--- src/rtl/down_counter_timer.sv ---
// Loadable synchronous down counter / interval timer with IDLE/RUN/DONE control FSM.
// Optional auto-reload on terminal count when DOWN_COUNTER_AUTO_RELOAD_EN is defined.
module down_counter_timer #(
    parameter int WIDTH = 4
) (
    input  logic             clk,
    input  logic             rst,
    input  logic             load_valid,
    input  logic [WIDTH-1:0] load_value,
    output logic             load_ready,
    input  logic             en,
    input  logic             clr,
    output logic [WIDTH-1:0] q,
    output logic             tc,
    output logic             busy,
    output logic             done
);

    typedef enum logic [1:0] {
        IDLE = 2'd0,
        RUN  = 2'd1,
        DONE = 2'd2
    } state_t;

    localparam logic [WIDTH-1:0] ONE  = WIDTH'(1);
    localparam logic [WIDTH-1:0] ZERO = '0;

    state_t           state, state_n;
    logic [WIDTH-1:0] q_n;
    logic             tc_n;
    logic             load_fire;

`ifdef DOWN_COUNTER_AUTO_RELOAD_EN
    logic [WIDTH-1:0] reload, reload_n;
`endif

    assign load_ready = (state != RUN);
    assign busy       = (state == RUN);
    assign done       = (state == DONE);
    assign load_fire  = load_valid && load_ready;

    always_ff @(posedge clk) begin
        if (rst) begin
            state <= IDLE;
            q     <= ZERO;
            tc    <= 1'b0;
`ifdef DOWN_COUNTER_AUTO_RELOAD_EN
            reload <= ZERO;
`endif
        end else begin
            state <= state_n;
            q     <= q_n;
            tc    <= tc_n;
`ifdef DOWN_COUNTER_AUTO_RELOAD_EN
            reload <= reload_n;
`endif
        end
    end

    // Priority after reset: clr, then load, then count enable.
    always_comb begin
        state_n = state;
        q_n     = q;
        tc_n    = 1'b0;
`ifdef DOWN_COUNTER_AUTO_RELOAD_EN
        reload_n = reload;
`endif
        if (clr) begin
            state_n = IDLE;
            q_n     = ZERO;
`ifdef DOWN_COUNTER_AUTO_RELOAD_EN
            reload_n = ZERO;
`endif
        end else if (load_fire) begin
`ifdef DOWN_COUNTER_AUTO_RELOAD_EN
            reload_n = load_value;
`endif
            if (load_value != ZERO) begin
                q_n     = load_value;
                state_n = RUN;
            end else begin
                q_n     = ZERO;
                tc_n    = 1'b1;
                state_n = DONE;
            end
        end else if (state == RUN && en) begin
            if (q == ONE) begin
                tc_n = 1'b1;
`ifdef DOWN_COUNTER_AUTO_RELOAD_EN
                q_n  = reload;
`else
                q_n     = ZERO;
                state_n = DONE;
`endif
            end else if (q != ZERO) begin
                q_n = q - ONE;
            end
        end
    end

endmodule

--- config.mk ---
export PLATFORM = sky130hd
export DESIGN_NAME = down_counter_timer
export DESIGN_NICKNAME = d
export VERILOG_FILES = /design/src/rtl/down_counter_timer.sv
export SDC_FILE = /design/constraint.sdc
export NUM_CORES = 1
export LEC_CHECK = 0
export BUFFER_PORTS_ARGS = -buffer_cell sky130_fd_sc_hd__buf_2
export CORE_MARGIN = 5
export CORE_UTILIZATION = 30
export DETAILED_ROUTE_END_ITERATION = 10
export MAX_ROUTING_LAYER = met4
export SLEW_MARGIN = 30
export SYNTH_ARGS = -nofsm -noshare
export SYNTH_HDL_FRONTEND = slang
export SYNTH_SLANG_ARGS = --single-unit
--- constraint.sdc ---
create_clock -name clk -period 1.8 [get_ports clk]
set_clock_uncertainty 0.15 [all_clocks]
set_input_delay 0.36 -clock clk [delete_from_list [all_inputs] [get_ports clk]]
set_output_delay 0.36 -clock clk [all_outputs]
set_load 0.01 [all_outputs]
==> results_tabular.tex <==
\begin{tabular}{lr}
\hline
Metric & Value \\
\hline
\multicolumn{2}{l}{\textbf{Setup path}} \\
Req. time, crit path & 1.79 ns \\
Crit-path cells & inv\_1, ha\_1, or4b\_4, a21oi\_1, a31o\_1, o2bb2ai\_1 \\
R2R Path Start & q[1]\$\_SDFFE\_PP0P\_ \\
Terminus of the critical flop-to-flop path & q[1]\$\_SDFFE\_PP0P\_ \\
Setup crit start kind & register \\
Worst endpoint data arrival time & 1.67 ns \\
Worst Reg2Reg Path Length in Cells & 6 \\
Highest net fanout along the worst path & 4 \\
Slack of the worst reg-to-reg path & 0.12 ns \\
Cell type of the slowest stage on the worst timing path & sky130\_fd\_sc\_hd\_\_or4b\_4 \\
CP max stage delay & 0.51 ns \\
WS Path Type & register to register \\
Endpoint class of the critical path & register \\
\multicolumn{2}{l}{\textbf{Place}} \\
Final RePlAce weighted congestion & 0.8262 \\
Port buffer count & 16 \\
Post-DP HPWL & 848.2 µm \\
Placed cell count & 82 \\
\multicolumn{2}{l}{\textbf{STA}} \\
Post-layout minimum cycle time & 1.682 ns \\
Final hold violations & 0 \\
Worst hold slack across all endpoints & 0.1904 ns \\
\# setup viols final & 0 \\
Final worst-path cycle share & 0.9342 \\
Peak clock frequency supported by timing & 594.7 MHz \\
Count of final max-slew check failures & 0 \\
Unrepaired setup endpoints after global routing & no \\
Final sum of negative setup slack & 0 ns \\
Remaining max-slew budget at the tightest pin & 0.8131 \\
Actual transition at the worst max-transition pin & 0.2778 ns \\
\multicolumn{2}{l}{\textbf{Floorplanning}} \\
Number of top-level design ports & 17 \\
Die boundary height & 47.71 µm \\
Area of the placeable core & 0.001318 mm² \\
Die Outline Area & 0.002276 mm² \\
Starting density of the core & 0.3238 \\
Cell row count & 13 \\
X dimension of the die & 47.71 µm \\
\multicolumn{2}{l}{\textbf{Clock tree}} \\
Clock H-tree levels & 1 \\
TritonCTS clock tree & done \\
Post-CTS setup buffer count & 0 \\
Clock Sinks & 7 \\
Number of buffers added to fix hold violations after cts & 0 \\
Clock edge transition at the registers on the reported setup and hold paths & 0.05 ns \\
Clock root cell & sky130\_fd\_sc\_hd\_\_clkbuf\_4 \\
Clock Path Buffers & 2 \\
Total CTS buffers & 3 \\
Clock latency on the worst-skew pair & 0.25 ns \\
\multicolumn{2}{l}{\textbf{Logic synthesis}} \\
Number of instances in the synthesized netlist & 49 \\
Yosys cell types & 26 \\
Share of flip-flops with an asynchronous set or reset & 0 \\
Syn\_nets & 61 \\
Post-synthesis register bit count & 7 \\
Syn Std Cell Area & 426.7 µm² \\
Area leader, netlist & sky130\_fd\_sc\_hd\_\_dfxtp\_1 \\
Flip-flop cell with the highest count after synthesis & sky130\_fd\_sc\_hd\_\_dfxtp\_1 \\
Mean instance size in the synthesized netlist & 8.707 µm² \\
Leading post-synthesis cells by cell area & sky130\_fd\_sc\_hd\_\_dfxtp\_1 33\%, sky130\_fd\_sc\_hd\_\_ha\_1 8.8\%, sky130\_fd\_sc\_hd\_\_nand3\_1 4.7\% \\
Seq/Total Area, Yosys & 0.3284 \\
Number of synthesized flops with an enable pin & 0 \\
Portion of synthesized cell area occupied by the leading cell type & 0.3284 \\
Yosys warns & 0 \\
\multicolumn{2}{l}{\textbf{Detailed routing}} \\
Post-Route WL & 986 µm \\
Total via count in the routed design & 446 \\
Avg WL per Cell & 11.47 µm \\
Post-route DRC & 0 \\
Number of vias per cell after detailed routing & 5.186 \\
Initial DRC count & 8 \\
First drt pass iteration count & 4 \\
Antenna violation net count after detailed routing & 0 \\
\multicolumn{2}{l}{\textbf{Final layout}} \\
Most common cell after layout, fill and taps aside & sky130\_fd\_sc\_hd\_\_buf\_2 \\
Count of inserted antenna diode cells & 0 \\
Area taken by multi-input logic gates & 267.8 µm² \\
Highest-count cells in the layout ignoring fill and taps & 16 x sky130\_fd\_sc\_hd\_\_buf\_2, 7 x sky130\_fd\_sc\_hd\_\_dfxtp\_1, 4 x sky130\_fd\_sc\_hd\_\_nand3\_1, 4 x sky130\_fd\_sc\_hd\_\_nand2\_1 \\
Register area & 140.1 µm² \\
Area growth from synthesis to layout & 32.84\% \\
Net count of the finished layout & 84 \\
Share of final-layout standard cells stronger than drive strength 1 & 0.3662 \\
Fillers & 136 \\
Post-route non-filler standard cell count & 86 \\
\multicolumn{2}{l}{\textbf{Power and ir drop}} \\
Largest vdd supply drop & 0.3458 mV \\
Internal power component & 0.2773 mW \\
Leak Pwr & 0.2748 nW \\
Switching pwr & 0.09648 mW \\
Sequential power share & 0.443 \\
Power per cell area & 659.5 mW/mm² \\
Clk pwr share & 0.380 \\
Switching portion of total power & 0.2581 \\
Part of the power in combinational logic & 0.177 \\
\multicolumn{2}{l}{\textbf{Min path}} \\
Worst hold path endpoint & q[1]\$\_SDFFE\_PP0P\_ \\
Class of the tightest hold or removal check & input port to register \\
Worst Hold Depth & 2 \\
Startpoint of the lowest-slack hold path & load\_value[1] \\
\multicolumn{2}{l}{\textbf{Run status}} \\
Run status & complete, no violations \\
\multicolumn{2}{l}{\textbf{Global route}} \\
Overall track demand over capacity in global routing & 0.1158 \\
Pin count of the biggest net entering global routing & 8 \\
Via count of the first global-routing pass & 426 \\
Final global-route overflow total & 0 \\
Wire length of the first global-routing pass & 1.683 mm \\
Antenna violations before repair & 0 \\
\multicolumn{2}{l}{\textbf{Job}} \\
Max cap viols & 0 \\
\hline
\end{tabular}
-- stage by stage --
step	worst slack, ns	total power, mW	util	cell area [µm²]
6_report	0.1184	0.3738	0.4302	566.8
2_1_floorplan	0.03778	0.2080	-	426.7
5_1_grt	0.003507	0.3990	0.4302	566.8
4_1_cts	0.07518	0.3815	0.4302	566.8
3_3_place_gp	0.09235	0.2344	0.4103	540.5
3_5_place_dp	0.08224	0.2353	0.4103	540.5
-- logic make-up (layout without fill, tap and decap cells) --
group	count (synthesis)	in the layout	synth area share
AO/OA/AOI/OAI	13	13	0.2141
flip-flops	7	7	0.3284
adder cells (fa/ha/maj)	3	3	0.08799
AND/OR/NAND/NOR	21	21	0.3021
buffers and inverters	4	26	0.04399
multiplexers	1	1	0.02346
-- routing by layer --
layer  vias to the layer above  GRT usage  share of wire
li1                        224          -              -
met1                       200     0.1342           0.48
met2                        18     0.1609           0.42
met3                         4    0.03383          0.077
met5                         -          -              0
met4                         0    0.09677          0.023
-- cell type report --
type / count / area share
Clock buffer: 4 / 0.04636
Inverter: 3 / 0.01987
Multi-Input combinational cell: 38 / 0.4724
Sequential cell: 7 / 0.2472
Tap cell: 15 / 0.03311
Timing Repair Buffer: 19 / 0.1810
-- worst max-delay path by stage --
stage                           start                 to  slack [ns]
floorplan           q[1]$_SDFFE_PP0P_  q[1]$_SDFFE_PP0P_        0.04
global placement    q[0]$_SDFFE_PP0P_  q[0]$_SDFFE_PP0P_        0.09
detailed placement  q[0]$_SDFFE_PP0P_  q[1]$_SDFFE_PP0P_        0.08
CTS                 q[0]$_SDFFE_PP0P_  q[0]$_SDFFE_PP0P_        0.08
global route        q[0]$_SDFFE_PP0P_  q[0]$_SDFFE_PP0P_       0.004
finish              q[1]$_SDFFE_PP0P_  q[1]$_SDFFE_PP0P_        0.12
-- power groups by stage --
stage	Combinational [mW]	Clock [mW]	Sequential, mW
after floorplan	0.0379	0	0.170
after global placement	0.0656	0	0.169
after detailed placement	0.0664	0	0.169
after CTS	0.0668	0.149	0.166
after global routing	0.0749	0.158	0.166
final	0.0662	0.142	0.166
-- sequential cells by signal (all words and copies together), names as in the netlist --
signal / flops
q: 4
state: 2
tc: 1
-- critical path: cells and delay by family (launching register included) --
family / cells / cell delay (ns)
compound gates: 3 / 0.31
fa+ha+maj: 1 / 0.22
buf+inv: 1 / 0.07
flops: 1 / 0.32
simple gates: 1 / 0.51
-- Yosys cell counts, types with 2 or more instances --
cell                        n
sky130_fd_sc_hd__o2bb2ai_1  2
sky130_fd_sc_hd__dfxtp_1    7
sky130_fd_sc_hd__nor3_1     2
sky130_fd_sc_hd__a21boi_0   2
sky130_fd_sc_hd__a21oi_1    2
sky130_fd_sc_hd__nand2b_1   2
sky130_fd_sc_hd__ha_1       3
sky130_fd_sc_hd__nand2_1    4
sky130_fd_sc_hd__inv_1      3
sky130_fd_sc_hd__nor2_1     2
sky130_fd_sc_hd__nand3_1    4
sky130_fd_sc_hd__a31oi_1    2
-- what timing repair did --
action	CTS	global route
hold endpoints to repair	0	0
resized for setup	0	1
endpoints found under the setup margin	0	2
No activity file was read; power rests on OpenSTA's default activity.
